==> src/rtl/an_frame_encoder_n13_pkg.sv <==
// Shared constants and types for the AN-code frame encoder.
package an_frame_encoder_n13_pkg;

    // AN-code multiplier and field widths
    localparam int AN_A    = 13;
    localparam int MSG_W   = 3;
    localparam int CW_W    = 6;

    // Frame geometry: slots are numbered row-major, k = row*N_COLS + col
    localparam int N_ROWS  = 5;
    localparam int N_COLS  = 5;
    localparam int N_SLOTS = N_ROWS * N_COLS;
    localparam int CNT_W   = $clog2(N_SLOTS);

    // Largest message value that is a valid AN-code input
    localparam int MSG_MAX = 4;

    // FILL collects messages; HOLD presents a finished frame downstream
    typedef enum logic {
        ST_FILL = 1'b0,
        ST_HOLD = 1'b1
    } state_t;

endpackage

==> src/rtl/an_frame_encoder_n13_if.sv <==
// Message-in / frame-out handshake bundle of the AN-code frame encoder.
interface an_frame_encoder_n13_if;
    import an_frame_encoder_n13_pkg::*;

    logic                       msg_valid;
    logic [MSG_W-1:0]           msg;
    logic                       msg_ready;
    logic                       flush;
    logic                       frame_valid;
    logic                       frame_ready;
    logic [N_SLOTS*CW_W-1:0]    cw_flat;
    logic                       range_err;

    // Encoder side: consumes messages, produces frames
    modport slave (
        input  msg_valid, msg, flush, frame_ready,
        output msg_ready, frame_valid, cw_flat, range_err
    );

    // Environment side: produces messages, consumes frames
    modport master (
        output msg_valid, msg, flush, frame_ready,
        input  msg_ready, frame_valid, cw_flat, range_err
    );

endinterface

==> src/rtl/an_encoder_n13.sv <==
// Combinational AN-code encoder: codeword = AN_A * msg, truncated to CW_W bits.
module an_encoder_n13 #(
    parameter int AN_A  = an_frame_encoder_n13_pkg::AN_A,
    parameter int MSG_W = an_frame_encoder_n13_pkg::MSG_W,
    parameter int CW_W  = an_frame_encoder_n13_pkg::CW_W
) (
    input  logic [MSG_W-1:0] i_msg,
    output logic [CW_W-1:0]  o_cw
);

    logic [CW_W-1:0] w_acc;

    // Shift-and-add over the set bits of AN_A; for 13 this is (m<<3)+(m<<2)+m.
    // Shifts at or above CW_W vanish under truncation, so only low bits are scanned.
    always_comb begin
        // NOTE: blocking '=' is required here so each loop iteration sees the
        // running sum from the previous one; the default assignment first keeps
        // the block free of latches.
        w_acc = '0;
        for (int i = 0; i < CW_W; i++) begin
            if (((AN_A >> i) & 1) == 1) begin
                w_acc = w_acc + (CW_W'(i_msg) << i);
            end
        end
    end

    assign o_cw = w_acc;

endmodule

==> src/rtl/an_frame_encoder_n13.sv <==
// AN-code frame encoder: packs 25 encoded messages row-major into one frame,
// presents it with a valid/ready handshake and flags out-of-range messages.
module an_frame_encoder_n13 #(
    parameter int AN_A   = an_frame_encoder_n13_pkg::AN_A,
    parameter int MSG_W  = an_frame_encoder_n13_pkg::MSG_W,
    parameter int CW_W   = an_frame_encoder_n13_pkg::CW_W,
    parameter int N_ROWS = an_frame_encoder_n13_pkg::N_ROWS,
    parameter int N_COLS = an_frame_encoder_n13_pkg::N_COLS
) (
    input  logic                    clk,
    input  logic                    rst_n,
    an_frame_encoder_n13_if.slave   bus
);
    import an_frame_encoder_n13_pkg::MSG_MAX;
    import an_frame_encoder_n13_pkg::state_t;
    import an_frame_encoder_n13_pkg::ST_FILL;
    import an_frame_encoder_n13_pkg::ST_HOLD;

    localparam int N_SL  = N_ROWS * N_COLS;
    localparam int CNT_W = $clog2(N_SL);

    state_t                 r_state;
    state_t                 w_next_state;
    logic                   r_alive;
    logic [CNT_W-1:0]       r_cnt;
    logic [CW_W-1:0]        r_slot [N_SL];
    logic                   r_range_err;

    logic [MSG_W-1:0]       w_msg;
    logic [CW_W-1:0]        w_cw;
    logic                   w_oor;
    logic                   w_msg_ready;
    logic                   w_frame_valid;
    logic                   w_accept;
    logic                   w_last;
    logic                   w_close;
    logic                   w_handshake;
    logic [N_SL*CW_W-1:0]   w_flat;

    assign w_msg = bus.msg;

    an_encoder_n13 #(
        .AN_A  (AN_A),
        .MSG_W (MSG_W),
        .CW_W  (CW_W)
    ) u_enc (
        .i_msg (w_msg),
        .o_cw  (w_cw)
    );

    assign w_oor       = (w_msg > MSG_W'(MSG_MAX));
    assign w_accept    = bus.msg_valid & w_msg_ready;
    assign w_last      = w_accept && (r_cnt == CNT_W'(N_SL - 1));
    // A flush closes the frame only if it would hold at least one message
    assign w_close     = (r_state == ST_FILL) && bus.flush && (w_accept || (r_cnt != '0));
    assign w_handshake = w_frame_valid & bus.frame_ready;

    // State register
    always_ff @(posedge clk or negedge rst_n) begin
        if (!rst_n) begin
            r_state <= ST_FILL;
        end else begin
            r_state <= w_next_state;
        end
    end

    // Next-state logic: close on the 25th message or a flush, reopen on handshake
    always_comb begin
        // NOTE: default to the current state so every path assigns w_next_state
        // and no latch is inferred.
        w_next_state = r_state;
        case (r_state)
            ST_FILL: if (w_last || w_close) w_next_state = ST_HOLD;
            ST_HOLD: if (w_handshake)       w_next_state = ST_FILL;
            default: w_next_state = ST_FILL;
        endcase
    end

    // Output decode from registered state only; msg never reaches these
    always_comb begin
        w_msg_ready   = 1'b0;
        w_frame_valid = 1'b0;
        case (r_state)
            ST_FILL: w_msg_ready   = r_alive;
            ST_HOLD: w_frame_valid = 1'b1;
            default: ;
        endcase
    end

    // Holds msg_ready low during reset and releases it at the first clock edge
    always_ff @(posedge clk or negedge rst_n) begin
        if (!rst_n) begin
            r_alive <= 1'b0;
        end else begin
            r_alive <= 1'b1;
        end
    end

    // Slot pointer: advances per accepted message, returns to 0 when a frame closes
    always_ff @(posedge clk or negedge rst_n) begin
        if (!rst_n) begin
            r_cnt <= '0;
        end else if (w_handshake || w_last || w_close) begin
            r_cnt <= '0;
        end else if (w_accept) begin
            r_cnt <= r_cnt + CNT_W'(1);
        end
    end

    // Frame buffer: write the accepted codeword into slot r_cnt, clear on handshake.
    // Slots are all zero whenever a frame starts, so flush padding comes for free.
    always_ff @(posedge clk or negedge rst_n) begin
        if (!rst_n) begin
            // NOTE: the buffer is reset explicitly because cw_flat must read zero
            // during reset and unwritten slots must read zero after a flush.
            for (int k = 0; k < N_SL; k++) begin
                r_slot[k] <= '0;
            end
        end else if (w_handshake) begin
            for (int k = 0; k < N_SL; k++) begin
                r_slot[k] <= '0;
            end
        end else if (w_accept) begin
            for (int k = 0; k < N_SL; k++) begin
                if (r_cnt == CNT_W'(k)) begin
                    r_slot[k] <= w_cw;
                end
            end
        end
    end

    // Sticky range flag for the frame being built or presented
    always_ff @(posedge clk or negedge rst_n) begin
        if (!rst_n) begin
            r_range_err <= 1'b0;
        end else if (w_handshake) begin
            r_range_err <= 1'b0;
        end else if (w_accept && w_oor) begin
            r_range_err <= 1'b1;
        end
    end

    // Flatten slots: slot k occupies bits [CW_W*k +: CW_W]
    always_comb begin
        w_flat = '0;
        for (int k = 0; k < N_SL; k++) begin
            w_flat[k*CW_W +: CW_W] = r_slot[k];
        end
    end

    assign bus.msg_ready   = w_msg_ready;
    assign bus.frame_valid = w_frame_valid;
    assign bus.cw_flat     = w_flat;
    assign bus.range_err   = r_range_err;

endmodule

==> src/flat_wrapper.sv <==
// flat-port wrapper written by rule: the top's interface ports become plain ports
module an_frame_encoder_n13_flat import an_frame_encoder_n13_pkg::MSG_MAX; import an_frame_encoder_n13_pkg::state_t; import an_frame_encoder_n13_pkg::ST_FILL; import an_frame_encoder_n13_pkg::ST_HOLD;
#(
    parameter int AN_A   = an_frame_encoder_n13_pkg::AN_A,
    parameter int MSG_W  = an_frame_encoder_n13_pkg::MSG_W,
    parameter int CW_W   = an_frame_encoder_n13_pkg::CW_W,
    parameter int N_ROWS = an_frame_encoder_n13_pkg::N_ROWS,
    parameter int N_COLS = an_frame_encoder_n13_pkg::N_COLS
)
  (clk, rst_n, bus_msg_valid, bus_msg, bus_flush, bus_frame_ready, bus_msg_ready, bus_frame_valid, bus_cw_flat, bus_range_err);
  an_frame_encoder_n13_if bus_i ();
  input  logic clk;
  input  logic rst_n;
  input wire logic [$bits(bus_i.msg_valid)-1:0] bus_msg_valid;
  input wire logic [$bits(bus_i.msg)-1:0] bus_msg;
  input wire logic [$bits(bus_i.flush)-1:0] bus_flush;
  input wire logic [$bits(bus_i.frame_ready)-1:0] bus_frame_ready;
  output wire logic [$bits(bus_i.msg_ready)-1:0] bus_msg_ready;
  output wire logic [$bits(bus_i.frame_valid)-1:0] bus_frame_valid;
  output wire logic [$bits(bus_i.cw_flat)-1:0] bus_cw_flat;
  output wire logic [$bits(bus_i.range_err)-1:0] bus_range_err;
  assign bus_i.msg_valid = bus_msg_valid;
  assign bus_i.msg = bus_msg;
  assign bus_i.flush = bus_flush;
  assign bus_i.frame_ready = bus_frame_ready;
  assign bus_msg_ready = bus_i.msg_ready;
  assign bus_frame_valid = bus_i.frame_valid;
  assign bus_cw_flat = bus_i.cw_flat;
  assign bus_range_err = bus_i.range_err;
  an_frame_encoder_n13 #(.AN_A(AN_A), .MSG_W(MSG_W), .CW_W(CW_W), .N_ROWS(N_ROWS), .N_COLS(N_COLS)) u_core (.clk(clk), .rst_n(rst_n), .bus(bus_i));
endmodule
==> config.mk <==
export PLATFORM = sky130hd
export DESIGN_NAME = an_frame_encoder_n13_flat
export DESIGN_NICKNAME = d
export VERILOG_FILES = /design/src/rtl/an_frame_encoder_n13_pkg.sv /design/src/rtl/an_frame_encoder_n13_if.sv /design/src/rtl/an_encoder_n13.sv /design/src/rtl/an_frame_encoder_n13.sv /design/src/flat_wrapper.sv
export SDC_FILE = /design/constraint.sdc
export NUM_CORES = 1
export LEC_CHECK = 0
export CAP_MARGIN = 20
export CORE_ASPECT_RATIO = 1.2
export CORE_MARGIN = 5
export CORE_UTILIZATION = 50
export DETAILED_ROUTE_END_ITERATION = 10
export PLACE_DENSITY = 0.78
export SKIP_CTS_REPAIR_TIMING = 1
export SYNTH_ARGS = -nofsm -noshare
export SYNTH_HDL_FRONTEND = slang
export SYNTH_SLANG_ARGS = --single-unit
==> constraint.sdc <==
create_clock -name clk -period 3 [get_ports clk]
set_input_delay 0.6 -clock clk [delete_from_list [all_inputs] [get_ports clk]]
set_output_delay 0.6 -clock clk [all_outputs]
set_load 0.1 [all_outputs]
# Word level (Yosys, flattened, before mapping)
# Index checks and enable logic that the tools add are counted.
# Widths: inputs -> output; s select.
[totals]
reg_bits = 158
elab_cells = 159
[op_classes]
add_sub_neg = 3
order_cmp = 1
n_eq_ne = 24
mux = 36
bitwise = 3
n_reduce_logical = 63
[ops]
columns = ["operator", "count"]
rows = [
  ["$mux 150", 2],
  ["$mux 6", 25],
  ["$reduce_bool 2->1", 28],
  ["$reduce_and 2->1", 25],
  ["$eq 5x5->1 const B", 9],
  ["$eq 5x4->1 const B", 8],
  ["$eq 5x3->1 const B", 4],
  ["$eq 5x2->1 const B", 2],
  ["$mux 5", 2],
  ["$add 3x5->6", 1],
  ["$add 6x6->6", 1],
  ["$mux 1", 6],
  ["$add 5x1->5 const B", 1],
  ["$eq 5x1->1 const B", 1],
  ["$logic_not 5->1", 1],
  ["$reduce_bool 5->1", 1],
  ["$logic_and 1x1->1", 4],
  ["$logic_or 1x1->1", 4],
  ["$gt 3x3->1 const B", 1],
  ["$and 1x1->1", 2],
  ["$pmux 1 s2", 1],
  ["$not 1->1", 1],
]

# Longest topological paths before layout
[logic_depth]
ltp_word = 7
mapped_depth = 9

# By module
# Synthesis repeated with hierarchy kept, for this count alone.
[hier_totals]
cells_unflattened = 709
area_unflattened_um2 = 7247.0
[modules_own_cells]
columns = ["module", "instances", "cells_each", "area_per_inst_um2", "seq_area_each_um2"]
rows = [
  ["an_frame_encoder_n13", 1, 699, 7140.6, 3953.8],
  ["an_encoder_n13", 1, 10, 106.4, 0.0],
]

# Least setup slack after synthesis
# No wires, ideal clock.
[synth_path]
kind = "flip-flop to output port"
from = "register u_core.r_state"
to = "output port bus_msg_ready"
arrival_ps = 2400
required_ps = 2400
slack_ps = 0
stages_incl_launch_ff = 3
cell_sequence = "dfrtp_1 -> buf_2 -> nor2b_1"
[synth_via]
elab_chain_len = 1
[synth_rtl]
columns = ["element", "line_no", "text"]
rows = [
  ["start, declared", "an_frame_encoder_n13.sv:22", "state_t r_state;"],
  ["start signal, assigned", "an_frame_encoder_n13.sv:63", "r_state <= w_next_state;"],
  ["$mux 1", "an_frame_encoder_n13.sv:83", "case (r_state)"],
  ["end, declared", "flat_wrapper.sv:18", "output wire logic [$bits(bus_i.msg_ready)-1:0] bus_msg_ready;"],
]
# Every way passes these cells.

# Final worst setup path
[layout_path]
from = "register u_core.r_cnt[0]"
to = "register u_core.r_slot (netlist bit u_core.bus.cw_flat[52])"
[layout_via]
elab_chain_len = 3
[layout_rtl]
columns = ["element", "line_no", "text"]
rows = [
  ["start, declared", "an_frame_encoder_n13.sv:25", "logic [CNT_W-1:0] r_cnt;"],
  ["start signal, assigned", "an_frame_encoder_n13.sv:106", "r_cnt <= r_cnt + CNT_W'(1);"],
  ["$eq 5x4->1", "an_frame_encoder_n13.sv:125", "if (r_cnt == CNT_W'(k)) begin"],
  ["$reduce_bool 2->1 (no source line)", "-", ""],
  ["$reduce_and 2->1 (no source line)", "-", ""],
  ["end signal, assigned by index", "an_frame_encoder_n13.sv:126", "r_slot[k] <= w_cw;"],
  ["end, declared", "an_frame_encoder_n13.sv:26", "logic [CW_W-1:0] r_slot [N_SL];"],
]
# Every way passes these cells.
# A chain may end at the register's enable or synchronous reset.

==> reports/results.txt <==
The run finished with clean final reports. Clock skew on the completed layout was measured at 0.006237 ns. TritonCTS built the clock tree.

The synthesized flop and latch total is 158, and the die extent in x is 123.5 µm. The async set or reset register ratio after synthesis is 1.000. The tool flagged a number of max-cap violations equal to 0.

Port buffering added 160 buffers. Summed over all nets, the half-perimeter wirelength after detailed placement is 15,790 µm. The global-route wire length before repair was 37,540 µm; the overall overflow remaining after global route was 0. After global routing, the most crowded layer is met2.

The worst setup path is captured at a flip-flop. The run gives 0.5124 as the initial standard-cell utilization of the core. After filler insertion, the fill cell instance count of the layout stands at 1,238.

For the number of hold violations in the final report, the log shows 0. The minimum period implied by the final worst setup slack works out to 2.360 ns. Dividing the detail-routed via count by the number of cells gives 6.391. The number of global-route vias before repair came out at 6,848. The worst register-to-register path begins at u_core.r_cnt[0]$_DFFE_PN0P_. Across all hold checks on the routed design, the worst slack comes to 0.1909 ns. Entering global routing, the biggest net connects 75 pins.

The Yosys step of the flow raised 0 warnings. Setup repair after global routing left no endpoint under its margin. The run gives 906 as the number of nets in the final layout.

The detailed router finished its first iteration with 822 violations. The tools report the final max-slew violation count as 0. Depth of the CTS H-tree: 4. The logs give 0.5300 for the worst relative slew slack and 0.43 ns for the clock latency of the later-clocked register in the worst-skew pair. CTS buffer count: 17. The logs give 0.5116 for the sequential share of the synthesized area and 158 for the total clock sinks. The logs give 0 for the total setup violations reported at the end of the flow and 3.31 ns for the endpoint required time on the critical path.

Number of nets in the synthesized netlist: 783. The tree is rooted in a clkbuf_16. In this run the vertical extent of the chip is 146.2 µm. For the worst setup path, the data arrival time is 2.67 ns.

The tools report the placeable core region as 15,080 µm². In this run the critical register-to-register path is captured at u_core.bus.cw_flat[52]$_DFFE_PN0P_. The met2 capacity usage during global routing came out at 0.4087. The leakage power is 0.004358 µW, and the power per standard cell area is 783.3 nW/µm². The cell count after synthesis came out at 765. The first detailed-routing pass took 5 iterations. Derived from the worst setup path, the maximum achievable clock frequency is 423.7 MHz. Detailed-route wire length per cell: 21.38 µm.

The met1 track demand over resource was 0.3629. The longest clock path from root to sink contains 2 buffers. The combined area of all synthesized cells is 7729 µm². The global-route met3 utilization is 0.06963. At the end of routability-driven placement, the weighted congestion stood at 0.8331. The post-route DRC violation count is 0. The worst hold path class was input port to async pin.

The run gives 0 as the initial antenna violation count. The run gives 0 as the final antenna diode count. The area growth from synthesis to layout is 25.55%. The startpoint kind of the worst setup timing path was a flip-flop.

Row generation in the floorplan step produced 49 rows. For the count of cell types in the netlist, the log shows 62. The share of cells above drive strength 1 works out to 0.3000. For this run, the leading register cell type out of synthesis is dfrtp_1.

The final critical-path share of the clock period was 0.7866; the transition time at the pin with the least slew margin was 0.7050 ns. For the slack of the worst reg-to-reg path, the log shows 0.64 ns. In this run the count of I/O pins placed on the die edge is 161. The overall fraction of global-route tracks in use was 0.2656.

Accumulated negative setup slack: 0 ns. The die area came out at 18,050 µm². The routed layout has 7,056 vias. Counting cells, the worst reg-to-reg path comes to 5.

VDD sags by at most 0.0007974 V. Summing internal, switching and leakage power gives 7600 µW. The critical path in this run is classified as flip-flop to flip-flop. The clock input transition at the sequential cells of the worst setup and hold paths was 0.06 ns. In this run, synthesis inferred 0 flip-flops with an integrated enable. In this run the mean area of a mapped cell was 10.10 µm². The count of nets left with antenna violations once routing finished came out at 0. The total routed wirelength came out at 23,610 µm. In this run the worst path has a maximum fanout of 14.
==> stage by stage <==
stage,setup slack [ns],utilization,cell area (µm²),std cells
2_1_floorplan,0.4963,-,7731,765
3_3_place_gp,0.3212,0.6035,9101,1073
3_5_place_dp,0.2289,0.6035,9101,1073
4_1_cts,0.6178,0.6434,9703,1104
5_1_grt,0.4923,0.6434,9703,1104
6_report,0.6401,0.6434,9703,1104
==> registers in the layout, indices dropped and copies added (netlist names) <==
register	count
u_core.bus.range_err	1
u_core.bus.cw_flat	150
u_core.r_cnt	5
u_core.r_state	1
u_core.r_alive	1
==> cell families after synthesis <==
logic type	after synthesis	synth area share
other	1	0.0004852
xor gates and xnor gates	3	0.003400
muxes	10	0.01441
and+or+nand+nor	204	0.1791
AOI/OAI and AO/OA	283	0.2152
buffers and inverters	96	0.05877
DFF	158	0.5116
adders and majority gates	10	0.01716
==> how the worst max path moves through the flow <==
stage / startpoint / to
3_5_place_dp: bus_msg[1] / u_core.bus.cw_flat[83]$_DFFE_PN0P_
2_1_floorplan: bus_msg[0] / u_core.bus.cw_flat[71]$_DFFE_PN0P_
3_3_place_gp: bus_msg[2] / u_core.bus.cw_flat[106]$_DFFE_PN0P_
5_1_grt: u_core.r_cnt[1]$_DFFE_PN0P_ / u_core.bus.cw_flat[52]$_DFFE_PN0P_
4_1_cts: u_core.r_cnt[0]$_DFFE_PN0P_ / u_core.bus.cw_flat[52]$_DFFE_PN0P_
6_report: u_core.r_cnt[0]$_DFFE_PN0P_ / u_core.bus.cw_flat[52]$_DFFE_PN0P_
==> cell usage in the layout (no fill, tap or decap), drive strengths merged, types with 6 or more instances in the layout <==
master,Yosys,routed
and4bb,8,8
buf,52,186
o41ai,8,8
o31ai,19,19
dfrtp,158,158
inv,8,8
mux2,9,9
nand2,21,21
nand3b,6,6
ha,9,9
clkdlybuf4s50,0,6
nand3,99,99
nand4bb,8,8
clkinv,0,6
clkbuf,36,18
a21oi,104,104
nand4b,6,6
o211ai,23,23
o21ai,109,109
nor4,13,13
a31o,13,13
==> cell type report <==
cell class,instances,area (µm²),area share
repair buffers,192,1510,0.1556
inverters,8,30.03,0.003095
clock inverters,13,172.7,0.01780
clock buffers,18,429.2,0.04423
flip-flops and latches,158,3956,0.4077
multi-input cells,511,3349,0.3452
well taps,204,255.2,0.02631
==> worst max-delay path, stage by stage, from the launching register on <==
cell	delay, ns
dfrtp_1	0.43
inv_1	0.10
ha_1	0.56
nand4bb_1	0.43
o21ai_0	0.34
mux2_2	0.37
==> report_power, final <==
group          switching (µW)  leakage, µW  internal (µW)
Combinational            2210      0.00189            659
Sequential                194      0.00218           2300
Clock                     860     0.000291           1380
Total                    3270      0.00436           4330
==> metal layers <==
| layer | wire length, µm | part of all wire |
|---|---|---|
| met4 | 640 | 0.027 |
| met5 | 0 | 0 |
| met1 | 9341 | 0.40 |
| met3 | 2138 | 0.091 |
| met2 | 11480 | 0.49 |
==> Yosys cell counts, types with 9 or more instances <==
| cell | number | share of area |
|---|---|---|
| dfrtp_1 | 158 | 0.51 |
| o21ai_0 | 105 | 0.068 |
| a21oi_1 | 104 | 0.067 |
| nand3_1 | 99 | 0.064 |
| buf_2 | 43 | 0.028 |
| clkbuf_1 | 34 | 0.017 |
| o211ai_1 | 22 | 0.021 |
| nand2_1 | 21 | 0.010 |
| o31ai_1 | 19 | 0.018 |
| nor4_1 | 11 | 0.0089 |
| a31o_2 | 10 | 0.011 |
| ha_1 | 9 | 0.015 |
(Power assumes the default switching activity.)
